### src/rtl/pac_ctrl.sv
// pac_ctrl -- player sprite motion and animation controller.
//
// Once per video frame (frame_tick) the sprite centre is advanced by STEP
// pixels along the current heading, clamped to the playfield, and the
// mouth animation phase is advanced while the sprite is moving.
//
// Ports
//   clk         system/pixel clock, rising edge
//   rst_n       asynchronous active-low reset
//   frame_tick  one-cycle pulse per frame
//   btn_up/down/left/right  debounced level direction requests
//   pause       level; freezes motion and animation
//   midx, midy  sprite centre (10 bit)
//   dir         heading: 0 right, 1 left, 2 up, 3 down
//   mouth_open  animation phase, 1 = open
//   moving      high only while in MOVE
//
// state    | meaning
// ---------+---------------------------------------------------------
// IDLE     | no heading yet, waits for the first request on a tick
// MOVE     | steps along dir on every tick, mouth animates
// BLOCKED  | stopped at a wall, waits for a request that leaves it
// PAUSED   | ticks ignored, animation frozen, pre-pause state kept

module pac_ctrl #(
  parameter int X_MIN      = 16,
  parameter int X_MAX      = 623,
  parameter int Y_MIN      = 16,
  parameter int Y_MAX      = 463,
  parameter int STEP       = 2,
  parameter int START_X    = 320,
  parameter int START_Y    = 240,
  parameter int ANIM_TICKS = 8
) (
  input  logic       clk,
  input  logic       rst_n,
  input  logic       frame_tick,
  input  logic       btn_up,
  input  logic       btn_down,
  input  logic       btn_left,
  input  logic       btn_right,
  input  logic       pause,
  output logic [9:0] midx,
  output logic [9:0] midy,
  output logic [1:0] dir,
  output logic       mouth_open,
  output logic       moving
);

  localparam logic [1:0] S_IDLE    = 2'd0;
  localparam logic [1:0] S_MOVE    = 2'd1;
  localparam logic [1:0] S_BLOCKED = 2'd2;
  localparam logic [1:0] S_PAUSED  = 2'd3;

  localparam logic [1:0] DIR_RIGHT = 2'd0;
  localparam logic [1:0] DIR_LEFT  = 2'd1;
  localparam logic [1:0] DIR_UP    = 2'd2;
  localparam logic [1:0] DIR_DOWN  = 2'd3;

  localparam int CNT_W = (ANIM_TICKS > 1) ? $clog2(ANIM_TICKS) : 1;
  localparam logic [CNT_W-1:0] CNT_LAST = CNT_W'(ANIM_TICKS - 1);

  // 11-bit copies for bound compares so that nothing can wrap
  localparam logic [10:0] X_MIN_W = 11'(X_MIN);
  localparam logic [10:0] X_MAX_W = 11'(X_MAX);
  localparam logic [10:0] Y_MIN_W = 11'(Y_MIN);
  localparam logic [10:0] Y_MAX_W = 11'(Y_MAX);
  localparam logic [10:0] STEP_W  = 11'(STEP);

  localparam logic [9:0] X_MIN_P = 10'(X_MIN);
  localparam logic [9:0] X_MAX_P = 10'(X_MAX);
  localparam logic [9:0] Y_MIN_P = 10'(Y_MIN);
  localparam logic [9:0] Y_MAX_P = 10'(Y_MAX);
  localparam logic [9:0] STEP_P  = 10'(STEP);

  logic [1:0]       state;
  logic [1:0]       pre_state;
  logic             pend_valid;
  logic [1:0]       pend_dir;
  logic [CNT_W-1:0] anim_cnt;

  logic       btn_any;
  logic [1:0] btn_dir;
  logic       req_valid;
  logic [1:0] req_dir;
  logic       take_req;
  logic       do_step;
  logic [1:0] new_dir;
  logic [9:0] step_x;
  logic [9:0] step_y;
  logic       step_hit;
  logic [10:0] x_w;
  logic [10:0] y_w;

  assign btn_any = btn_up | btn_down | btn_left | btn_right;

  always_comb begin
    btn_dir = DIR_RIGHT;
    if (btn_up)        btn_dir = DIR_UP;
    else if (btn_down) btn_dir = DIR_DOWN;
    else if (btn_left) btn_dir = DIR_LEFT;
  end

  // live buttons take precedence over the latched request
  assign req_valid = btn_any | pend_valid;
  assign req_dir   = btn_any ? btn_dir : pend_dir;

  always_comb begin
    take_req = 1'b0;
    do_step  = 1'b0;
    case (state)
      S_IDLE: begin
        take_req = req_valid;
        do_step  = req_valid;
      end
      S_MOVE: begin
        take_req = req_valid;
        do_step  = 1'b1;
      end
      S_BLOCKED: begin
        // a request back into the wall we are resting on is swallowed
        take_req = req_valid && (req_dir != dir);
        do_step  = take_req;
      end
      default: begin
        take_req = 1'b0;
        do_step  = 1'b0;
      end
    endcase
  end

  assign new_dir = take_req ? req_dir : dir;
  assign x_w     = {1'b0, midx};
  assign y_w     = {1'b0, midy};

  // decrement guard compares against MIN+STEP so the subtraction is only
  // used when it cannot go below the bound
  always_comb begin
    step_x   = midx;
    step_y   = midy;
    step_hit = 1'b0;
    case (new_dir)
      DIR_RIGHT: begin
        if (x_w + STEP_W >= X_MAX_W) begin
          step_x   = X_MAX_P;
          step_hit = 1'b1;
        end else begin
          step_x = midx + STEP_P;
        end
      end
      DIR_LEFT: begin
        if (x_w <= X_MIN_W + STEP_W) begin
          step_x   = X_MIN_P;
          step_hit = 1'b1;
        end else begin
          step_x = midx - STEP_P;
        end
      end
      DIR_UP: begin
        if (y_w <= Y_MIN_W + STEP_W) begin
          step_y   = Y_MIN_P;
          step_hit = 1'b1;
        end else begin
          step_y = midy - STEP_P;
        end
      end
      default: begin
        if (y_w + STEP_W >= Y_MAX_W) begin
          step_y   = Y_MAX_P;
          step_hit = 1'b1;
        end else begin
          step_y = midy + STEP_P;
        end
      end
    endcase
  end

  always_ff @(posedge clk or negedge rst_n) begin
    if (!rst_n) begin
      state      <= S_IDLE;
      pre_state  <= S_IDLE;
      pend_valid <= 1'b0;
      pend_dir   <= DIR_RIGHT;
      anim_cnt   <= '0;
      midx       <= 10'(START_X);
      midy       <= 10'(START_Y);
      dir        <= DIR_RIGHT;
      mouth_open <= 1'b1;
      moving     <= 1'b0;
    end else begin
      if (btn_any) begin
        pend_valid <= 1'b1;
        pend_dir   <= btn_dir;
      end

      if (state != S_PAUSED && pause) begin
        // pause wins over a coincident tick
        pre_state <= state;
        state     <= S_PAUSED;
        moving    <= 1'b0;
      end else if (state == S_PAUSED) begin
        if (!pause) begin
          state  <= pre_state;
          moving <= (pre_state == S_MOVE);
        end
      end else if (frame_tick) begin
        // a processed tick always consumes the latch, overriding the load above
        pend_valid <= 1'b0;
        if (do_step) begin
          dir  <= new_dir;
          midx <= step_x;
          midy <= step_y;
          if (step_hit) begin
            state      <= S_BLOCKED;
            moving     <= 1'b0;
            mouth_open <= 1'b1;
            anim_cnt   <= '0;
          end else begin
            state  <= S_MOVE;
            moving <= 1'b1;
            if (state == S_MOVE) begin
              if (anim_cnt == CNT_LAST) begin
                anim_cnt   <= '0;
                mouth_open <= ~mouth_open;
              end else begin
                anim_cnt <= anim_cnt + CNT_W'(1);
              end
            end
          end
        end
      end
    end
  end

endmodule
### config.mk
export PLATFORM = sky130hd
export DESIGN_NAME = pac_ctrl
export DESIGN_NICKNAME = d
export VERILOG_FILES = /design/src/rtl/pac_ctrl.sv
export SDC_FILE = /design/constraint.sdc
export NUM_CORES = 1
export LEC_CHECK = 0
export ABC_AREA = 1
export CAP_MARGIN = 20
export CORE_AREA = 2 2 83 85
export CTS_CLUSTER_SIZE = 12
export DETAILED_ROUTE_END_ITERATION = 12
export DIE_AREA = 0 0 85 87
export HOLD_SLACK_MARGIN = 0.12
export PLACE_DENSITY = 0.67
export RECOVER_POWER = 100
export SYNTH_ARGS = -nofsm -noshare
export SYNTH_HDL_FRONTEND = slang
export SYNTH_SLANG_ARGS = --single-unit
### constraint.sdc
create_clock -name clk -period 2.37 [get_ports clk]
set_input_delay 0.3555 -clock clk [delete_from_list [all_inputs] [get_ports clk]]
set_output_delay 0.3555 -clock clk [all_outputs]
set_load 0.02 [all_outputs]
**Word level (Yosys, flattened, before mapping)**

Cells that the tools add are included.

- Register bits after elaboration: 34
- Bits of input ports: 8
- Output and inout bits: 24

- Add/subtract/negate cells: 7
- Order comparisons: 4
- Eq/ne operators: 10
- Multiplexer cells: 40
- Bitwise logic cells: 8
- Reductions and logical operators: 17

Operators with widths:

| operator | count |
|---|---|
| two-way mux 10 bit | 4 |
| one-hot mux 10 bit (2 select lines) | 2 |
| adder 10 x 2 -> 11 bit, second input constant | 2 |
| adder 10 x 2 -> 10 bit, second input constant | 2 |
| <= comparator 10 x 5 -> 1 bit, second input constant | 2 |
| two-way mux 2 bit | 10 |
| subtractor 10 x 2 -> 10 bit, second input constant | 2 |
| two-way mux 1 bit | 18 |
| AND reduction 5 bit | 3 |
| >= comparator 11 x 10 -> 1 bit, second input constant | 1 |
| >= comparator 11 x 9 -> 1 bit, second input constant | 1 |
| two-way mux 3 bit | 3 |
| equality test 2 x 1 -> 1 bit, second input constant | 3 |
| equality test 2 bit, second input constant | 3 |
| one-hot mux 1 bit (3 select lines) | 2 |
| AND reduction 6 bit | 1 |
| nonzero test 2 bit | 3 |
| nonzero test 3 bit | 2 |
| logical NOT 2 bit | 2 |
| NOT 1 bit | 4 |
| OR 1 bit | 4 |
| AND reduction 4 bit | 1 |
| OR reduction 2 bit | 2 |
| adder 3 x 1 -> 3 bit, second input constant | 1 |
| 7 further kinds | 8 |

**Longest topological paths before layout**

Gate-level depths: netlist of run 1.

- Depth after elaboration: 15
- Mapped depth: 18

**Worst setup path after synthesis of run 1**

OpenSTA, ideal clock, no wires.

- Path type: register to register
- From: reg midx[1]
- To: reg anim_cnt[0]
- Arrival: 1.959 ns
- Data required time: 2.253 ns
- Path slack: 0.294 ns
- Cell stages (with the launch flop): 16
- Path buffers: 0
- Cell sequence: dfrtp_1 -> inv_1 -> ha_1 -> nand2_1 -> nand2_1 -> nand3_1 -> nand2_1 -> nand3_1 -> a21oi_2 -> nand3_2 -> nand2_2 -> o21ai_4 -> nand2_2 -> nand2_2 -> nand2_1 -> nand2_1

- Longest elaborated chain between the ends: 6
- Elaborated cells on any way between the ends: 9
- Those cells by class: add/sub: 1; order compare: 2; mux: 4; reduce/logical: 2

RTL lines:

| what | line | source |
|---|---|---|
| from (decl) | 43 | `output logic [9:0] midx,` |
| from (signal assigned) | 185 | `midx <= 10'(START_X);` |
| from (signal assigned) | 211 | `midx <= step_x;` |
| adder 10 x 2 -> 11 bit | 144 | `if (x_w + STEP_W >= X_MAX_W) begin` |
| >= comparator 11 x 10 -> 1 bit | 144 |  |
| two-way mux 1 bit | 144 |  |
| one-hot mux 1 bit (3 select lines) (*) | 142 | `case (new_dir)` |
| nonzero test 2 bit (no source line) | - |  |
| AND reduction 5 bit (no source line) | - |  |
| to (signal assigned) | 226 | `anim_cnt <= anim_cnt + CNT_W'(1);` |
| to (decl) | 80 | `logic [CNT_W-1:0] anim_cnt;` |

Mark *: on every way between the ends. The rest lies on a longest branch, timed or not.
A chain may end at the register's enable or synchronous reset.

**Worst setup path in the final report of run 1**

- From: reg midy[1]
- To: reg state[0]

- Longest elaborated chain between the ends: 9
- Elaborated cells on any way between the ends: 11
- Those cells by class: add/sub: 1; order compare: 2; mux: 8

RTL lines:

| what | line | source |
|---|---|---|
| from (decl) | 44 | `output logic [9:0] midy,` |
| from (signal assigned) | 186 | `midy <= 10'(START_Y);` |
| from (signal assigned) | 212 | `midy <= step_y;` |
| adder 10 x 2 -> 11 bit | 168 | `if (y_w + STEP_W >= Y_MAX_W) begin` |
| >= comparator 11 x 9 -> 1 bit | 168 |  |
| two-way mux 1 bit | 168 |  |
| one-hot mux 1 bit (3 select lines) (*) | 142 |  |
| two-way mux 2 bit (*) | 213 | `if (step_hit) begin` |
| two-way mux 2 bit (*) | 209 | `if (do_step) begin` |
| two-way mux 2 bit (*) | 206 | `end else if (frame_tick) begin` |
| two-way mux 2 bit (*) | 201 | `end else if (state == S_PAUSED) begin` |
| two-way mux 2 bit (*) | 196 | `if (state != S_PAUSED && pause) begin` |
| to (signal assigned) | 203 | `state <= pre_state;` |
| to (decl) | 76 | `logic [1:0] state;` |

Mark *: on every way between the ends. The rest lies on a longest branch, timed or not. The select of a mux whose other input is x is not followed.

==> flow_metrics.py, run 1 <==
metrics = {
    "run_status": {
        "outcome": "complete, no violations",
    },
    "synthesis": {
        "syn_inst": 368,
        "synthMuxAreaShare_pct": 0,
        "avgSynthCellArea_um2": 7.12,
        "synthAdderAreaFrac_pct": 3.82,
        "yosysUniqueCellTypes": 38,
        "yosysSeqAreaShare_pct": 32.8,
        "synth-simple-area-share_pct": 33.7,
        "synth_compound_area_share_pct": 14.5,
        "synth_fp_nets": 384,
        "synth_edf_count": 0,
        "synth_top_family_by_area": "simple AND/OR/NAND/NOR gates",
        "ys_warn_count": 0,
        "ys_async_sr_fraction_pct": 100,
        "synthFlopType": "dfrtp_1",
        "synth-xor-area-share_pct": 6.35,
        "syn_area_um2": 2620,
        "synth_seq_cells": 34,
    },
    "finish": {
        "final_cell_mix": "nand2_1 (86), inv_1 (51), o21ai_0 (33)",
        "final_common_cell": "nand2_1",
        "nNetsFinal": 430,
        "area_delta_synth_final_pct": 23.1,
        "antennaDiodeCount": 0,
        "drive_above_1_share_pct": 15.2,
        "final_area_um2": 3230,
    },
    "sta": {
        "fin_crit_ps": 2180,
        "final_hold_viol_count": 0,
        "finClkSkew_ps": 11.0,
        "tns_ps": 0,
        "max_freq_mhz": 459,
        "rsz0062_at_grt": "false",
        "finalSetupViolCount": 0,
        "fin_crit_sh_pct": 91.8,
        "timing_worst_slew_pin_value_ps": 852,
        "relSlewSlack_pct": 43.2,
        "slew_viol_final": 0,
    },
    "floorplan": {
        "die_h_um": 87,
        "die_x_um": 85,
        "core_um2": 6570,
        "io_pins": 32,
        "fp-row-count": 30,
        "die-area_um2": 7400,
        "start_util_pct": 39.9,
    },
    "worst_setup_path": {
        "required_ps": 2590,
        "critPathTopFamily": "simple AND/OR/NAND/NOR gates",
        "r2r_end": "state[0]",
        "r2r_start": "midy[1]",
        "cp_num_buf_inv": 2,
        "cp.depth": 14,
        "crit_start": "midy[1]",
        "slowest_stage": "dfrtp_1",
        "startpoint_type": "flop",
        "cpPeakStageDelay_ps": 430,
        "end_kind": "flop",
        "reg2reg_slack_ps": 190,
        "crit_end": "state[0]",
        "worstPathCellList": "inv_1 -> ha_1 -> a21oi_1 -> nand3b_1 -> nand3_1 -> nand4_1 -> nand2_2 -> inv_2 -> nand3_1 -> o21ai_4 -> nand2_1 -> nand2_1 -> nand2_1 -> nand2_1",
        "crit_type": "reg -> reg",
        "crit_arrival_ps": 2400,
        "worst-path-max-fanout": 7,
        "worst_path_most_repeated_cell": "nand2_1",
        "reg2reg_depth": 14,
    },
    "pwr": {
        "vdd_ir_drop_max_uv": 672,
        "p_leak_nw": 1.56,
        "pwr_density_cell_nw_per_um2": 1400,
    },
    "placed_design": {
        "gp_congestion": 0.933,
        "dp_hpwl_mm": 4.62,
        "port_buffers": 31,
        "place_area_um2": 3100,
    },
    "clock_network": {
        "cts-root-buf": "clkbuf_8",
        "cts_buffer_depth": 2,
        "cts_setup_buffers": 0,
        "cts_sinks": 34,
        "clock_latency_ps": 290,
        "cts_made_buffers": 5,
        "cts_tree": "built",
        "htree_levels": 2,
        "clk_pin_slew_ps": 80,
    },
    "job": {
        "maxCapViolations": 0,
    },
    "detailed_routing": {
        "vias_per_cell": 5.06,
        "detail_route.wl_per_cell_um": 12.0,
        "via_count": 2507,
        "final_antenna_net_count": 0,
        "drc": 0,
        "drtIter0Drc": 69,
        "drt_wl_total_mm": 5.95,
        "drt_first_pass_iters": 4,
    },
    "global_route": {
        "grt_usage_pct": 17.3,
        "grt_pass1_wl_mm": 10.6,
        "grt_max_degree": 35,
        "grt-ovfl-total": 0,
        "antenna_found_initial": 0,
        "grt_pass1_vias": 2399,
    },
    "min_path": {
        "hp-class": "reg -> reg",
    },
}
[tightest hold or removal path, stage by stage (launching register included)]
cell,delay [ps]
dfrtp_1,340
nand2_1,50
nand2_1,60
[registers in the layout, summed over array words and instances, names as in the netlist]
register,cells
midx,10
pend_valid,1
anim_cnt,3
dir,2
moving,1
mouth_open,1
pre_state,2
midy,10
pend_dir,2
state,2
[through the flow]
step | setup slack (ps) | power (W) | hold WS (ps) | util [%] | std cells
final | 193 | 0.00451 | 477 | 49.1 | 495
after global routing | 10.3 | 0.00493 | 518 | 49.1 | 495
after CTS | 163 | 0.00465 | 488 | 49.4 | 495
after detailed placement | -41.2 | 0.00395 | 469 | 47.2 | 487
after global placement | 1.63 | 0.00392 | 462 | 47.2 | 487
after floorplan | 294 | 0.00306 | 59.9 | - | 368
[synth_stat cells (7+ instances only)]
cell type | instances | area, µm²
o21ai_0 | 33 | 165
nand3_1 | 27 | 135
dfrtp_1 | 27 | 676
a21oi_1 | 9 | 45.0
nand2_1 | 84 | 315
nor2_1 | 27 | 101
nand2_2 | 16 | 100
xor2_1 | 17 | 149
inv_1 | 51 | 191
nand4_1 | 7 | 43.8
ha_1 | 8 | 100
dfstp_2 | 7 | 184
[layer usage]
metal	routed length, µm	vias up	global-route usage, %
met1	2880	1180	23.2
met2	2820	34	28.3
met3	126	11	2.56
li1	-	1282	-
met5	0	-	0
met4	123	0	6.20
[worst min path at each step]
stage / start / to / slack, ps / depth (start not counted)
floorplan: rst_n / anim_cnt[0] / 60 / 0
global placement: moving / moving / 460 / 2
detailed placement: moving / moving / 470 / 2
CTS: rst_n / pre_state[0] / 490 / 2
global route: anim_cnt[1] / anim_cnt[1] / 520 / 2
finish: moving / moving / 480 / 2
[final cells by class]
class	count	area (µm²)
fill	655	3340
multi-input combinational	275	1520
sequential	34	862
timing repair buffer	45	405
inverter	53	199
tap	80	100
clock buffer	6	82.6
clock inverter	2	60.1
[timing repair]
item | 4_1_cts | 5_1_grt
resized for setup | 0 | 3
hold buffers | 0 | 0
endpoints found under the setup margin | 0 | 8
[kinds of logic after synthesis]
kind of cell / after synthesis
AND/OR/NAND/NOR: 183
AO/OA/AOI/OAI: 65
buffers and inverters: 59
flip-flops: 34
XOR/XNOR: 19
adder cells (fa/ha/maj): 8
[power by group]
group          leakage, nW  switching, W  internal (W)  total, W
clock               0.0714      0.000222      0.000449  0.000671
combinational         1.09       0.00160       0.00100   0.00261
sequential           0.397      0.000361      0.000869   0.00123
No activity file was read; power rests on OpenSTA's default activity.
==> run 2, diff against run 1 <==
--- a/config.mk
+++ b/config.mk
@@ -11,7 +11,6 @@
 export CTS_CLUSTER_SIZE = 12
 export DETAILED_ROUTE_END_ITERATION = 12
 export DIE_AREA = 0 0 85 87
-export HOLD_SLACK_MARGIN = 0.12
 export PLACE_DENSITY = 0.67
 export RECOVER_POWER = 100
 export SYNTH_ARGS = -nofsm -noshare
==> results of run 2 <==
Same layout as run 1: the final DEF is identical, and so are final timing and power.
==> run 3, diff against run 2 <==
--- a/config.mk
+++ b/config.mk
@@ -13,6 +13,7 @@
 export DIE_AREA = 0 0 85 87
 export PLACE_DENSITY = 0.67
 export RECOVER_POWER = 100
+export SETUP_SLACK_MARGIN = 0.3
 export SYNTH_ARGS = -nofsm -noshare
 export SYNTH_HDL_FRONTEND = slang
 export SYNTH_SLANG_ARGS = --single-unit
==> flow_metrics.py, run 3 (synthesized netlist as in run 1, its figures left out) <==
metrics = {
    "pwr": {
        "vdd_ir_drop_max_uv": 697,
        "pwr_density_cell_nw_per_um2": 1470,
        "p_leak_nw": 1.72,
    },
    "sta": {
        "relSlewSlack_pct": 42.2,
        "fin_crit_ps": 2130,
        "max_freq_mhz": 471,
        "finalSetupViolCount": 0,
        "slew_viol_final": 0,
        "rsz0062_at_grt": "true",
        "final_hold_viol_count": 0,
        "timing.hold.ws_ps": 478,
        "tns_ps": 0,
        "setup_slack_ps": 245,
        "fin_crit_sh_pct": 89.7,
        "timing_worst_slew_pin_value_ps": 867,
        "finClkSkew_ps": 11.3,
    },
    "finish": {
        "final_util_pct": 56.2,
        "area_delta_synth_final_pct": 40.9,
        "final_area_um2": 3690,
        "final_common_cell": "nand2_1",
        "antennaDiodeCount": 0,
        "drive_above_1_share_pct": 30.8,
        "final_cell_mix": "nand2_1 (76), inv_1 (44), buf_4 (33)",
        "biggestRegsByFlops": "midx (10), midy (10), anim_cnt (3)",
        "nNetsFinal": 453,
        "num-fill-cells": 600,
    },
    "clock_network": {
        "clk_pin_slew_ps": 70,
        "htree_levels": 2,
        "cts_sinks": 34,
        "cts_tree": "built",
        "cts_made_buffers": 5,
        "cts-root-buf": "clkbuf_8",
        "cts_buffer_depth": 2,
        "clock_latency_ps": 300,
    },
    "detailed_routing": {
        "final_antenna_net_count": 0,
        "detail_route.wl_per_cell_um": 13.6,
        "drt_wl_total_mm": 7.05,
        "drc": 0,
        "via_count": 2702,
        "drt_first_pass_iters": 4,
        "drtIter0Drc": 162,
        "vias_per_cell": 5.22,
    },
    "floorplan": {
        "start_util_pct": 39.9,
        "die_h_um": 87,
        "fp-row-count": 30,
        "die_x_um": 85,
        "io_pins": 32,
        "core_um2": 6570,
        "die-area_um2": 7400,
    },
    "worst_setup_path": {
        "slowest_stage": "dfrtp_2",
        "worstPathCellList": "clkinvlp_4 -> ha_4 -> nand2_2 -> nand2_2 -> nand3_2 -> nand2_2 -> nand3_2 -> a21oi_4 -> nand3_4 -> nand2_4 -> o21ai_2 -> nand2_2 -> nand2_2 -> nand2_1 -> nand2_1",
        "cpPeakStageDelay_ps": 410,
        "end_kind": "flop",
        "r2r_start": "midx[1]",
        "crit_type": "reg -> reg",
        "crit_start": "midx[1]",
        "crit_arrival_ps": 2310,
        "worst-path-max-fanout": 7,
        "worst_path_most_repeated_cell": "nand2_2",
        "required_ps": 2560,
        "startpoint_type": "flop",
    },
    "placed_design": {
        "port_buffers": 31,
        "place_area_um2": 3080,
        "dp_hpwl_mm": 4.74,
        "pre_cts_slack_ps": -38.6,
        "gp_congestion": 0.859,
    },
    "global_route": {
        "grt_usage_pct": 19.0,
        "grt-ovfl-total": 0,
        "antenna_found_initial": 0,
        "grt_pass1_wl_mm": 11.5,
        "grt_max_degree": 35,
        "grt_pass1_vias": 2549,
    },
    "job": {
        "maxCapViolations": 0,
    },
    "min_path": {
        "hp-start": "moving",
        "hp-class": "reg -> reg",
    },
    "run_status": {
        "outcome": "complete, no violations",
    },
}
-- run 3: worst max-delay path, delay by kind of cell, from the launching register on --
family	cells	cell delay, ps
and+or+nand+nor	11	800
DFF	1	410
adders and majority gates	1	320
AOI/OAI and AO/OA	2	300
buffers and inverters	1	180
-- run 3: stage by stage --
step	std cells	total power [W]
after detailed placement	484	0.00393
final	518	0.00542
after CTS	499	0.00485
after global routing	518	0.00587
after floorplan	368	0.00306
after global placement	484	0.00390
-- run 3: layout make-up --
| type | instances | area [µm²] | area share, % |
|---|---|---|---|
| Inverter | 53 | 208 | 5.63 |
| Timing Repair Buffer | 68 | 588 | 15.9 |
| Clock buffer | 6 | 82.6 | 2.24 |
| Clock inverter | 2 | 60.1 | 1.63 |
| Multi-Input combinational cell | 275 | 1780 | 48.3 |
| Tap cell | 80 | 100 | 2.71 |
| Sequential cell | 34 | 870 | 23.6 |
-- run 3: power breakdown --
part	internal, W	leakage [nW]	switching [W]
Clock	0.000449	0.0714	0.000229
Sequential	0.000879	0.390	0.000377
Combinational	0.00147	1.25	0.00202
-- run 3: final timing paths --
path / endpoint / slack [ps] / depth (start not counted)
max in group asynchronous: midx[3] / 1070 / 2
worst min-delay path: moving / 480 / 2
worst min register to register: moving / 480 / 2
worst max register to register: anim_cnt[2] / 240 / 15
worst max-delay path: anim_cnt[2] / 240 / 15
min in group asynchronous: dir[1] / 700 / 2
-- run 3: timing repair --
item                       4_1_cts  5_1_grt
pin swaps                        7       31
buffers inserted                 7       19
gates resized for setup         24       62
hold buffers                     0        0
setup endpoints to repair       16       25
-- run 3: metal layers --
metal  part of all wire, %  up-vias  track usage [%]  routed length (µm)
met3                   2.9       19             3.41                 203
met1                    43     1285             24.4                3020
li1                      -     1332                -                   -
met2                    52       66             31.9                3650
met4                   2.4        0             7.22                 170
met5                     0        -                0                   0
